File: src/rtl/vsfx_issue_align.sv
// ---------------------------------------------------------------------------
// vsfx_issue_align
//   Alignment stage in front of the VSFX (vector simple fixed-point) unit.
//   Three independent in-order streams (decoded instruction, VRA operand and
//   VRB operand) are each buffered in a small circular FIFO. When all three
//   heads are present, and the unit is neither stalled nor flushed, the heads
//   pop together. One cycle later the three issue strobes pulse together with
//   the registered head data.
//
//   Build option: define VSFX_ISSUE_STAT_EN to add the stall and starvation
//   statistics counters and their ports.
//
// Ports
//   clk, rst                 clock; asynchronous active-high reset
//   flush                    synchronous flush: empties all lanes and beats
//                            any push or issue in the same cycle
//   ins_valid/data/ready     instruction stream; ready is registered
//   vra_valid/data/ready     VRA operand stream; ready is registered
//   vrb_valid/data/ready     VRB operand stream; ready is registered
//   vsfx_stall               VSFX cannot take a new op this cycle
//   vsfx_ins_en, vsfx_ins    issue strobe and issued instruction
//   vsfx_vra_en, vsfx_vra    issue strobe and issued VRA (same as ins_en)
//   vsfx_vrb_en, vsfx_vrb    issue strobe and issued VRB (same as ins_en)
//   stat_stall_cnt           [VSFX_ISSUE_STAT_EN] cycles with an op ready
//                            to issue but the unit stalled
//   stat_starve_cnt          [VSFX_ISSUE_STAT_EN] cycles with an instruction
//                            waiting for at least one operand
// ---------------------------------------------------------------------------

// One lane: a pointer-wrapped circular buffer with a registered ready.
// Ready reflects the count after this edge, so a full lane that pops only
// becomes ready in the following cycle (no push/pop bypass).
module vsfx_issue_lane #(
    parameter int DEPTH = 4,
    parameter int W     = 32
) (
    input  logic         clk,
    input  logic         rst,
    input  logic         flush,
    input  logic         valid,
    input  logic [W-1:0] data,
    output logic         ready,
    input  logic         pop,
    output logic [W-1:0] head,
    output logic         nonempty
);
    localparam int PW = $clog2(DEPTH);
    localparam int CW = PW + 1;
    localparam logic [CW-1:0] FULL = CW'(DEPTH);

    logic [W-1:0]  mem [DEPTH];
    logic [PW-1:0] wr_ptr;
    logic [PW-1:0] rd_ptr;
    logic [CW-1:0] count;
    logic [CW-1:0] count_next;
    logic          push;

    assign push     = valid && ready && !flush;
    assign nonempty = (count != '0);
    assign head     = mem[rd_ptr];

    always_comb begin
        count_next = count;
        if (flush)
            count_next = '0;
        else
            count_next = count + CW'(push) - CW'(pop);
    end

    always_ff @(posedge clk or posedge rst) begin
        if (rst) begin
            wr_ptr <= '0;
            rd_ptr <= '0;
            count  <= '0;
            ready  <= 1'b0;
        end else begin
            if (flush) begin
                wr_ptr <= '0;
                rd_ptr <= '0;
            end else begin
                if (push) wr_ptr <= wr_ptr + 1'b1;
                if (pop)  rd_ptr <= rd_ptr + 1'b1;
            end
            count <= count_next;
            ready <= (count_next < FULL);
        end
    end

    // Storage holds data only; validity is tracked by the pointers/count.
    always_ff @(posedge clk) begin
        if (push) mem[wr_ptr] <= data;
    end
endmodule

module vsfx_issue_align #(
    parameter int DEPTH = 4,
    parameter int INS_W = 32,
    parameter int VR_W  = 128
) (
    input  logic             clk,
    input  logic             rst,
    input  logic             flush,
    input  logic             ins_valid,
    input  logic [INS_W-1:0] ins_data,
    output logic             ins_ready,
    input  logic             vra_valid,
    input  logic [VR_W-1:0]  vra_data,
    output logic             vra_ready,
    input  logic             vrb_valid,
    input  logic [VR_W-1:0]  vrb_data,
    output logic             vrb_ready,
    input  logic             vsfx_stall,
    output logic             vsfx_ins_en,
    output logic [INS_W-1:0] vsfx_ins,
    output logic             vsfx_vra_en,
    output logic [VR_W-1:0]  vsfx_vra,
    output logic             vsfx_vrb_en,
    output logic [VR_W-1:0]  vsfx_vrb
`ifdef VSFX_ISSUE_STAT_EN
   ,output logic [31:0]      stat_stall_cnt,
    output logic [31:0]      stat_starve_cnt
`endif
);
    logic             ins_ne, vra_ne, vrb_ne;
    logic [INS_W-1:0] ins_head;
    logic [VR_W-1:0]  vra_head, vrb_head;
    logic             heads_present;
    logic             issue_p0;
    logic             vld_p1;
    logic [INS_W-1:0] ins_p1;
    logic [VR_W-1:0]  vra_p1, vrb_p1;

    vsfx_issue_lane #(.DEPTH(DEPTH), .W(INS_W)) u_ins (
        .clk(clk), .rst(rst), .flush(flush),
        .valid(ins_valid), .data(ins_data), .ready(ins_ready),
        .pop(issue_p0), .head(ins_head), .nonempty(ins_ne)
    );

    vsfx_issue_lane #(.DEPTH(DEPTH), .W(VR_W)) u_vra (
        .clk(clk), .rst(rst), .flush(flush),
        .valid(vra_valid), .data(vra_data), .ready(vra_ready),
        .pop(issue_p0), .head(vra_head), .nonempty(vra_ne)
    );

    vsfx_issue_lane #(.DEPTH(DEPTH), .W(VR_W)) u_vrb (
        .clk(clk), .rst(rst), .flush(flush),
        .valid(vrb_valid), .data(vrb_data), .ready(vrb_ready),
        .pop(issue_p0), .head(vrb_head), .nonempty(vrb_ne)
    );

    // ---- stage p0: issue decision on the lane heads ----
    assign heads_present = ins_ne && vra_ne && vrb_ne;
    assign issue_p0      = heads_present && !vsfx_stall && !flush;

    // ---- stage p1: registered issue strobe and data ----
    // Data resets to zero because the outputs must read zero during reset;
    // otherwise it only loads on issue and holds the last issued op.
    always_ff @(posedge clk or posedge rst) begin
        if (rst) begin
            vld_p1 <= 1'b0;
            ins_p1 <= '0;
            vra_p1 <= '0;
            vrb_p1 <= '0;
        end else begin
            vld_p1 <= issue_p0;
            if (issue_p0) begin
                ins_p1 <= ins_head;
                vra_p1 <= vra_head;
                vrb_p1 <= vrb_head;
            end
        end
    end

    assign vsfx_ins_en = vld_p1;
    assign vsfx_vra_en = vld_p1;
    assign vsfx_vrb_en = vld_p1;
    assign vsfx_ins    = ins_p1;
    assign vsfx_vra    = vra_p1;
    assign vsfx_vrb    = vrb_p1;

`ifdef VSFX_ISSUE_STAT_EN
    function automatic logic [31:0] sat_inc(input logic [31:0] v);
        return (v == 32'hFFFF_FFFF) ? v : v + 32'd1;
    endfunction

    // Counters survive flush; only reset clears them.
    always_ff @(posedge clk or posedge rst) begin
        if (rst) begin
            stat_stall_cnt  <= '0;
            stat_starve_cnt <= '0;
        end else begin
            if (heads_present && vsfx_stall)
                stat_stall_cnt <= sat_inc(stat_stall_cnt);
            if (ins_ne && (!vra_ne || !vrb_ne))
                stat_starve_cnt <= sat_inc(stat_starve_cnt);
        end
    end
`endif
endmodule
File: config.mk
export PLATFORM = sky130hd
export DESIGN_NAME = vsfx_issue_align
export DESIGN_NICKNAME = d
export VERILOG_FILES = /design/src/rtl/vsfx_issue_align.sv
export SDC_FILE = /design/constraint.sdc
export NUM_CORES = 1
export LEC_CHECK = 0
export CELL_PAD_IN_SITES_DETAIL_PLACEMENT = 1
export CELL_PAD_IN_SITES_GLOBAL_PLACEMENT = 2
export CORE_UTILIZATION = 49
export CTS_BUF_LIST = sky130_fd_sc_hd__clkbuf_4
export DETAILED_ROUTE_END_ITERATION = 6
export PLACE_DENSITY = 0.86
export SLEW_MARGIN = 15
export SYNTH_ARGS = -nofsm -noshare
export SYNTH_HDL_FRONTEND = slang
export SYNTH_SLANG_ARGS = --single-unit
File: constraint.sdc
create_clock -name clk -period 29 [get_ports clk]
set_input_delay 5.8 -clock clk [delete_from_list [all_inputs] [get_ports clk]]
set_output_delay 5.8 -clock clk [all_outputs]
set_load 0.03 [all_outputs]
==> impl_metrics.ini, run 1 <==
[status]
status = finished, final reports clean

[finish]
fin_util = 0.612
final_nets = 3470
area_delta_synth_final_pct = 23.0
drive_above_1_share = 0.357

[sta]
hold_viol = 0
finalCritPeriodShare = 0.285
slew-limit-headroom = 0.252
finalSetupViolCount = 0
fin_crit_ns = 8.27
tns_ns = 0
fmax_mhz = 121
clock_skew_ns = 0.117
final_max_slew_viol_count = 0
tightest_slew_ns = 1.12
finalWorstSetupSlack_ns = 20.73
grt_setup_unrepaired = false

[detailed_routing]
wl_um = 133000
drt-initial-drc-count = 1368
vias = 26700
drc_errors = 0
antenna_left = 0
first_pass_iters = 5
avgViaCountPerCell = 5.49
wl_per_cell_um = 27.2

[power_and_ir_drop]
clkPwrFrac = 0.343
p_leak_nw = 23.3
p_int_mw = 3.80
ir_drop_mv = 0.0653
p_comb_frac = 0.166
p_sw_mw = 1.44
p_sw_frac = 0.274
seqPwrFrac = 0.491
power.density_nw_per_um2 = 79.5

[yosys]
ys_seq_area_frac = 0.792
post_synth_xor_area_fraction = 0.00196
synth-compound-area-share = 0.00105
yosys-top-cells-area = edfxtp_1 (65%), dfrtp_1 (15%), mux4_2 (12%)
synth_top_family_by_area = multiplexers
syn-cell-area_um2 = 53500
syn-num-nets = 2571
synth_edf_count = 1152
synth_mux_area_frac = 0.182
synth_area_per_cell_um2 = 23.7
syn_inst = 2255
ys_seq_elements = 1465
yosysWarningCount = 0
netlist.area_leader.share = 0.646
synth.distinct_cells = 27
synth_top_area_cell = edfxtp_1
synthAdderAreaFrac = 0.00533
yosysMostFrequentCell = edfxtp_1
synth_ff_type = edfxtp_1
yosys.area_share.simple = 0.00500
synthArstFlopShare = 0.214
synthTopCellsByCount = edfxtp_1 (1152), dfrtp_1 (313), mux4_2 (288)

[floorplan]
core_region_area_um2 = 108000
initial_core_util = 0.497
fp.dieW_um = 333
dieArea_um2 = 111000
fp.dieH_um = 333
ios = 589
rows = 120

[clock_network]
numCtsBuffers = 376
root_buffer = clkbuf_4
h-tree-depth = 5
cts_tree = built
worstSkewPairLatency_ns = 1.21
cts_resized = 0
clkSinkCount = 1465
path_clk_slew_ns = 0.06
cts_setup_buffers = 0
ctsHoldBuffers = 0
clockBufferDepth = 4

[global_routing]
grt_first_pass_wirelength_um = 195000
grt_antenna_before_repair = 49
grt_max_degree = 143
track_usage = 0.241
grt_pass1_vias = 30100
overflow = 0

[place]
place_hpwl_um = 79300
pre_cts_ws_ns = 19.45
port_buffers = 588
place_congestion = 0.760

[hold_path]
hp-class = reg2reg

[worst_setup_path]
critical_path_class = in2reg
worstPathArrival_ns = 9.30
end_kind = register
crit_path_start_kind = input pin
critical_path.max_fanout = 142
worstPathRequired_ns = 30.03

[run]
drv_cap = 0
## cell type report
| cell class | count | area (um2) |
|---|---|---|
| Clock inverter | 77 | 485 |
| Sequential cell | 1465 | 42400 |
| Fill cell | 9040 | 41800 |
| Tap cell | 1403 | 1760 |
| Clock buffer | 585 | 4390 |
| Multi-Input combinational cell | 668 | 10500 |
| Antenna cell | 27 | 67.6 |
| Timing Repair Buffer | 624 | 6180 |
| Inverter | 19 | 78.8 |
## critical path: stages
cell             delay, ns
clkdlybuf4s50_1       0.45
nor4_4                0.58
nor2b_4               0.29
buf_12                0.67
ha_1                  0.37
inv_1                 0.06
ha_1                  0.14
inv_1                 0.06
fa_1                  0.41
xnor2_1               0.13
or2_2                 0.28
## path summary, 6_finish.rpt
kind,start,endpoint,slack (ns),cells after the start
worst max-delay path,vsfx_stall,u_vra.ready,20.73,11
worst min-delay path,vsfx_ins[31],vsfx_ins[31],0.49,1
worst max register to register,u_vra.rd_ptr[0],vsfx_vra[35],25.15,4
worst min register to register,vsfx_ins[31],vsfx_ins[31],0.49,1
max in group asynchronous,rst,vsfx_vrb[115],21.36,4
min in group asynchronous,rst,vsfx_vrb[20],5.10,2
## sequential cells by signal, summed over array words and instances, names as in the netlist, 2 cells and up
signal and flops:
u_vra.rd_ptr 2, u_vra.wr_ptr 2, u_vrb.rd_ptr 2, u_ins.wr_ptr 2, u_ins.rd_ptr 2, u_vrb.mem 512
vsfx_vra 128, vsfx_ins 32, u_vra.mem 512, u_ins.mem 128, u_vrb.count 3, vsfx_vrb 128
u_vrb.wr_ptr 2, u_vra.count 3, u_ins.count 3
## layout by cell type (no fill, tap or decap), types with 9 or more instances in the layout
master and count:
edfxtp_1 1152, diode_2 27, clkdlybuf4s50_1 588, buf_4 34, nor2_1 15, mux2_2 274
mux4_2 288, inv_1 18, clkinv_1 55, mux2_1 14, ha_1 18, dfrtp_1 308
clkbuf_4 585, xnor2_1 9
## metal layers
layer | share of wire | vias to the layer above | global-route usage
li1 | - | 11300 | -
met1 | 0.37 | 14000 | 0.281
met2 | 0.51 | 1027 | 0.398
met3 | 0.083 | 306 | 0.0896
met4 | 0.035 | 54 | 0.110
met5 | 0.0028 | - | 0
## power groups by stage
stage	clock network [mW]	registers, mW	logic, mW
5_1_grt	1.94	2.59	0.907
4_1_cts	1.85	2.57	0.878
2_1_floorplan	0	2.83	0.198
6_report	1.80	2.57	0.872
3_5_place_dp	0	2.61	0.870
3_3_place_gp	0	2.59	0.848
## through the flow
stage               power [mW]  hold WS [ns]  std cells  area (um2)
floorplan                 3.03         0.543       2255       53500
global placement          3.44         0.471       4179       60900
detailed placement        3.48         0.478       4179       60900
CTS                       5.30         0.494       4841       65800
global route              5.44         0.520       4863       65900
finish                    5.24         0.493       4868       65900
## kinds of logic after synthesis
logic type | count (synthesis)
DFF | 1465
AOI/OAI and AO/OA | 9
adders and majority gates | 21
muxes | 576
xor gates and xnor gates | 12
buffers and inverters | 122
and+or+nand+nor | 50
Power figures use the tool's default switching activity.
==> run 2: changes to the inputs <==
Settings changed: CORE_UTILIZATION 49 to 46, PLACE_DENSITY 0.86 to 0.81.
Clock period 29 ns to 8.1 ns, I/O delays scaled along.
==> impl_metrics.ini, run 2 (synthesized netlist as in run 1, its figures left out) <==
[global_routing]
grt_first_pass_wirelength_um = 188000
overflow = 0
grt_max_degree = 137
grt_pass1_vias = 30000
grt_antenna_before_repair = 41
track_usage = 0.218

[power_and_ir_drop]
total_power_mw = 18.7
ir_drop_mv = 0.214
power.density_nw_per_um2 = 282
p_leak_nw = 23.4

[status]
status = finished, final reports clean

[sta]
finalSetupViolCount = 0
fmax_mhz = 245
clock_skew_ns = 0.104
finalCritPeriodShare = 0.503
whs_ns = 0.489
hold_viol = 0
slew-limit-headroom = 0.263
finalWorstSetupSlack_ns = 4.02
final_max_slew_viol_count = 0
fin_crit_ns = 4.08
grt_setup_unrepaired = false
tns_ns = 0
tightest_slew_ns = 1.11

[worst_setup_path]
critical_path.max_fanout = 60
worstPathRequired_ns = 9.09
slowest_delay_ns = 0.82
critical_path_class = in2reg
cp_slowest_cell = buf_4
crit_path_start_kind = input pin
crit_path_cell_trace = clkdlybuf4s50_1 > nor4_4 > nor2b_4 > buf_4 > buf_4 > mux2_2
r2r_cells = 6
worstPathArrival_ns = 5.07
crit_path_frequent_cell = buf_4
end_kind = register

[finish]
final_common_cell = edfxtp_1
fin_util = 0.576
drive_above_1_share = 0.359
reg_top3 = u_vra.mem x512, u_vrb.mem x512
area_delta_synth_final_pct = 23.5
final_nets = 3476
final_cell_mix = edfxtp_1 (1152), clkbuf_4 (606), clkdlybuf4s50_1 (588), dfrtp_1 (308), mux4_2 (288)

[floorplan]
initial_core_util = 0.466
core_region_area_um2 = 115000
fp.dieH_um = 343
fp.dieW_um = 343
rows = 124
ios = 589
dieArea_um2 = 118000

[place]
place_congestion = 0.746
pre_cts_ws_ns = 2.75
place_hpwl_um = 77000
port_buffers = 588

[detailed_routing]
drc_errors = 0
drt-initial-drc-count = 1255
vias = 26100
wl_um = 127000
avgViaCountPerCell = 5.24
first_pass_iters = 7
wl_per_cell_um = 25.4
antenna_left = 0

[clock_network]
path_clk_slew_ns = 0.06
numCtsBuffers = 382
root_buffer = clkbuf_4
ctsHoldBuffers = 0
cts_tree = built
cts_resized = 0
clkSinkCount = 1465
worstSkewPairLatency_ns = 1.20
clockBufferDepth = 4
h-tree-depth = 5
cts_setup_buffers = 0

[run]
drv_cap = 0

[hold_path]
hp-class = reg2reg
whs_path_depth = 1
[run 2: power breakdown]
part / leakage [nW] / switching [mW] / internal, mW / total [mW]
Clock: 2.97 / 2.90 / 3.47 / 6.37
Sequential: 14.7 / 0.349 / 8.83 / 9.18
Combinational: 5.72 / 1.77 / 1.33 / 3.10
Total: 23.4 / 5.02 / 13.6 / 18.7
[run 2: area by class of cell]
class,instances,area [um2]
multi-input combinational,668,10500
fill,9952,48700
timing repair buffer,624,6250
clock buffer,606,4550
sequential,1465,42400
clock inverter,76,380
tap,1512,1890
antenna,20,50.0
inverter,19,75.1
[run 2: metal layers]
layer,part of all wire,vias to the layer above,track usage
met3,0.094,220,0.0955
met4,0.023,44,0.0852
met2,0.51,885,0.360
li1,-,11300,-
met1,0.37,13700,0.251
met5,0.0023,-,0
[run 2: through the flow]
step	cells	cell area [um2]
after floorplan	2255	53600
after detailed placement	4287	61100
after CTS	4969	66000
final	4990	66100
after global routing	4983	66100
after global placement	4287	61100
[run 2: critical path, delay by kind of cell]
kind                   cells  cell delay, ns
buffers and inverters      3            1.98
multiplexers               1            0.43
AND/OR/NAND/NOR            2            0.94
[run 2: path summary, 6_finish.rpt]
kind | from | end | slack, ns
setup / recovery | vsfx_stall | vsfx_vra[4] | 4.02
hold / removal | vsfx_vra[60] | vsfx_vra[60] | 0.49
setup reg to reg | u_ins.count[1] | vsfx_vra[4] | 4.46
hold reg to reg | vsfx_vra[60] | vsfx_vra[60] | 0.49
max in group asynchronous | rst | u_vrb.rd_ptr[0] | 5.41
min in group asynchronous | rst | vsfx_vra[54] | 1.06
==> run 3: changes to the inputs <==
Settings changed: CORE_UTILIZATION 46 to 41, PLACE_DENSITY 0.81 to 0.76.
Clock period 8.1 ns to 3.5 ns, I/O delays scaled along.
==> impl_metrics.ini, run 3 (synthesized netlist as in run 1, its figures left out) <==
[status]
status = finished, final reports clean

[sta]
tightest_slew_ns = 0.734
fmax_mhz = 318
finalCritPeriodShare = 0.897
grt_setup_unrepaired = false
clock_skew_ns = 0.113
fin_crit_ns = 3.14
finalWorstSetupSlack_ns = 0.359
hold_viol = 0
finalSetupViolCount = 0
slew-limit-headroom = 0.511
final_max_slew_viol_count = 0

[finish]
area_delta_synth_final_pct = 31.2
final_nets = 3824
drive_above_1_share = 0.344
fin_util = 0.543
final_cell_mix = edfxtp_1 (1152), clkbuf_4 (620), clkdlybuf4s50_1 (588), dfrtp_1 (308), mux4_2 (288)
layout.cells.non_filler = 5577
multi_input_area_um2 = 10500
final_common_cell = edfxtp_1
num-fill-cells = 11700
design_area_um2 = 70200
seq_area_um2 = 42400
reg_top3 = u_vra.mem x512, u_vrb.mem x512

[clock_network]
path_clk_slew_ns = 0.07
root_buffer = clkbuf_4
cts_resized = 0
clkSinkCount = 1465
ctsHoldBuffers = 285
h-tree-depth = 5
worstSkewPairLatency_ns = 1.29
cts_setup_buffers = 0
clockBufferDepth = 4
cts_tree = built
numCtsBuffers = 388

[detailed_routing]
antenna_left = 0
vias = 28000
drc_errors = 0
wl_per_cell_um = 24.4
wl_um = 136000
first_pass_iters = 7
drt-initial-drc-count = 1610
avgViaCountPerCell = 5.02

[floorplan]
fp.dieW_um = 363
dieArea_um2 = 132000
core_region_area_um2 = 129000
initial_core_util = 0.414
fp.dieH_um = 363
ios = 589
rows = 132

[worst_setup_path]
end_kind = primary output
worstPathArrival_ns = 2.44
cp_num_buf_inv = 1
cp.depth = 1
worstPathRequired_ns = 2.80
critical_path.max_fanout = 2
critical_path_class = reg2out
crit_path_cell_trace = clkdlybuf4s50_1
slowest_delay_ns = 0.83
r2r_cells = 11
crit_path_start_kind = register
cp_top_family = buffers and inverters
reg2reg_slack_ns = 0.85
cp_slowest_cell = clkdlybuf4s50_1

[global_routing]
grt_antenna_before_repair = 26
grt_first_pass_wirelength_um = 201000
overflow = 0
grt_max_degree = 82
track_usage = 0.205
grt_pass1_vias = 31600

[power_and_ir_drop]
ir_drop_mv = 0.473
p_leak_nw = 25.1
power.density_nw_per_um2 = 626
total_power_mw = 44.0

[run]
drv_cap = 0

[hold_path]
hp-class = in2reg
whs_path_depth = 1

[place]
port_buffers = 588
pre_cts_ws_ns = 0.187
numPlacedInstances = 4575
placed_cell_area_um2 = 62300
place_congestion = 0.772
place_hpwl_um = 84200
run 3: area by class of cell:
cell class | instances | share of cell area
clock inverters | 81 | 0.00565
repair buffers | 966 | 0.142
flip-flops and latches | 1465 | 0.604
well taps | 1742 | 0.0310
inverters | 19 | 0.00107
multi-input cells | 668 | 0.149
clock buffers | 620 | 0.0663
diodes | 16 | 0.000570
run 3: path summary, 6_finish.rpt:
check                                     from           endpoint
worst max-delay path              vsfx_vrb[83]       vsfx_vrb[83]
worst min-delay path             vrb_data[125]  u_vrb.mem[0][125]
worst max register to register  u_vra.count[1]     u_vrb.count[2]
worst min register to register    vsfx_vra[61]       vsfx_vra[61]
max in group asynchronous                  rst       vsfx_vra[12]
min in group asynchronous                  rst       vsfx_vra[52]
run 3: per-stage QoR:
step | setup TNS [ns] | hold WS [ns]
after detailed placement | 0 | 0.478
after CTS | 0 | 0.0226
after floorplan | -428.46 | 0.543
after global placement | 0 | 0.469
after global routing | 0 | 0.0801
final | 0 | 0.227
run 3: layer usage:
metal | wire [um] | global-route usage
met3 | 9220 | 0.0631
met2 | 68400 | 0.341
met1 | 55000 | 0.255
met4 | 3200 | 0.0716
met5 | 162 | 0
run 3: power breakdown:
group / switching, mW / internal [mW]
Combinational: 4.11 / 3.38
Clock: 6.98 / 8.21
Sequential: 0.907 / 20.4
Total: 12.0 / 32.0
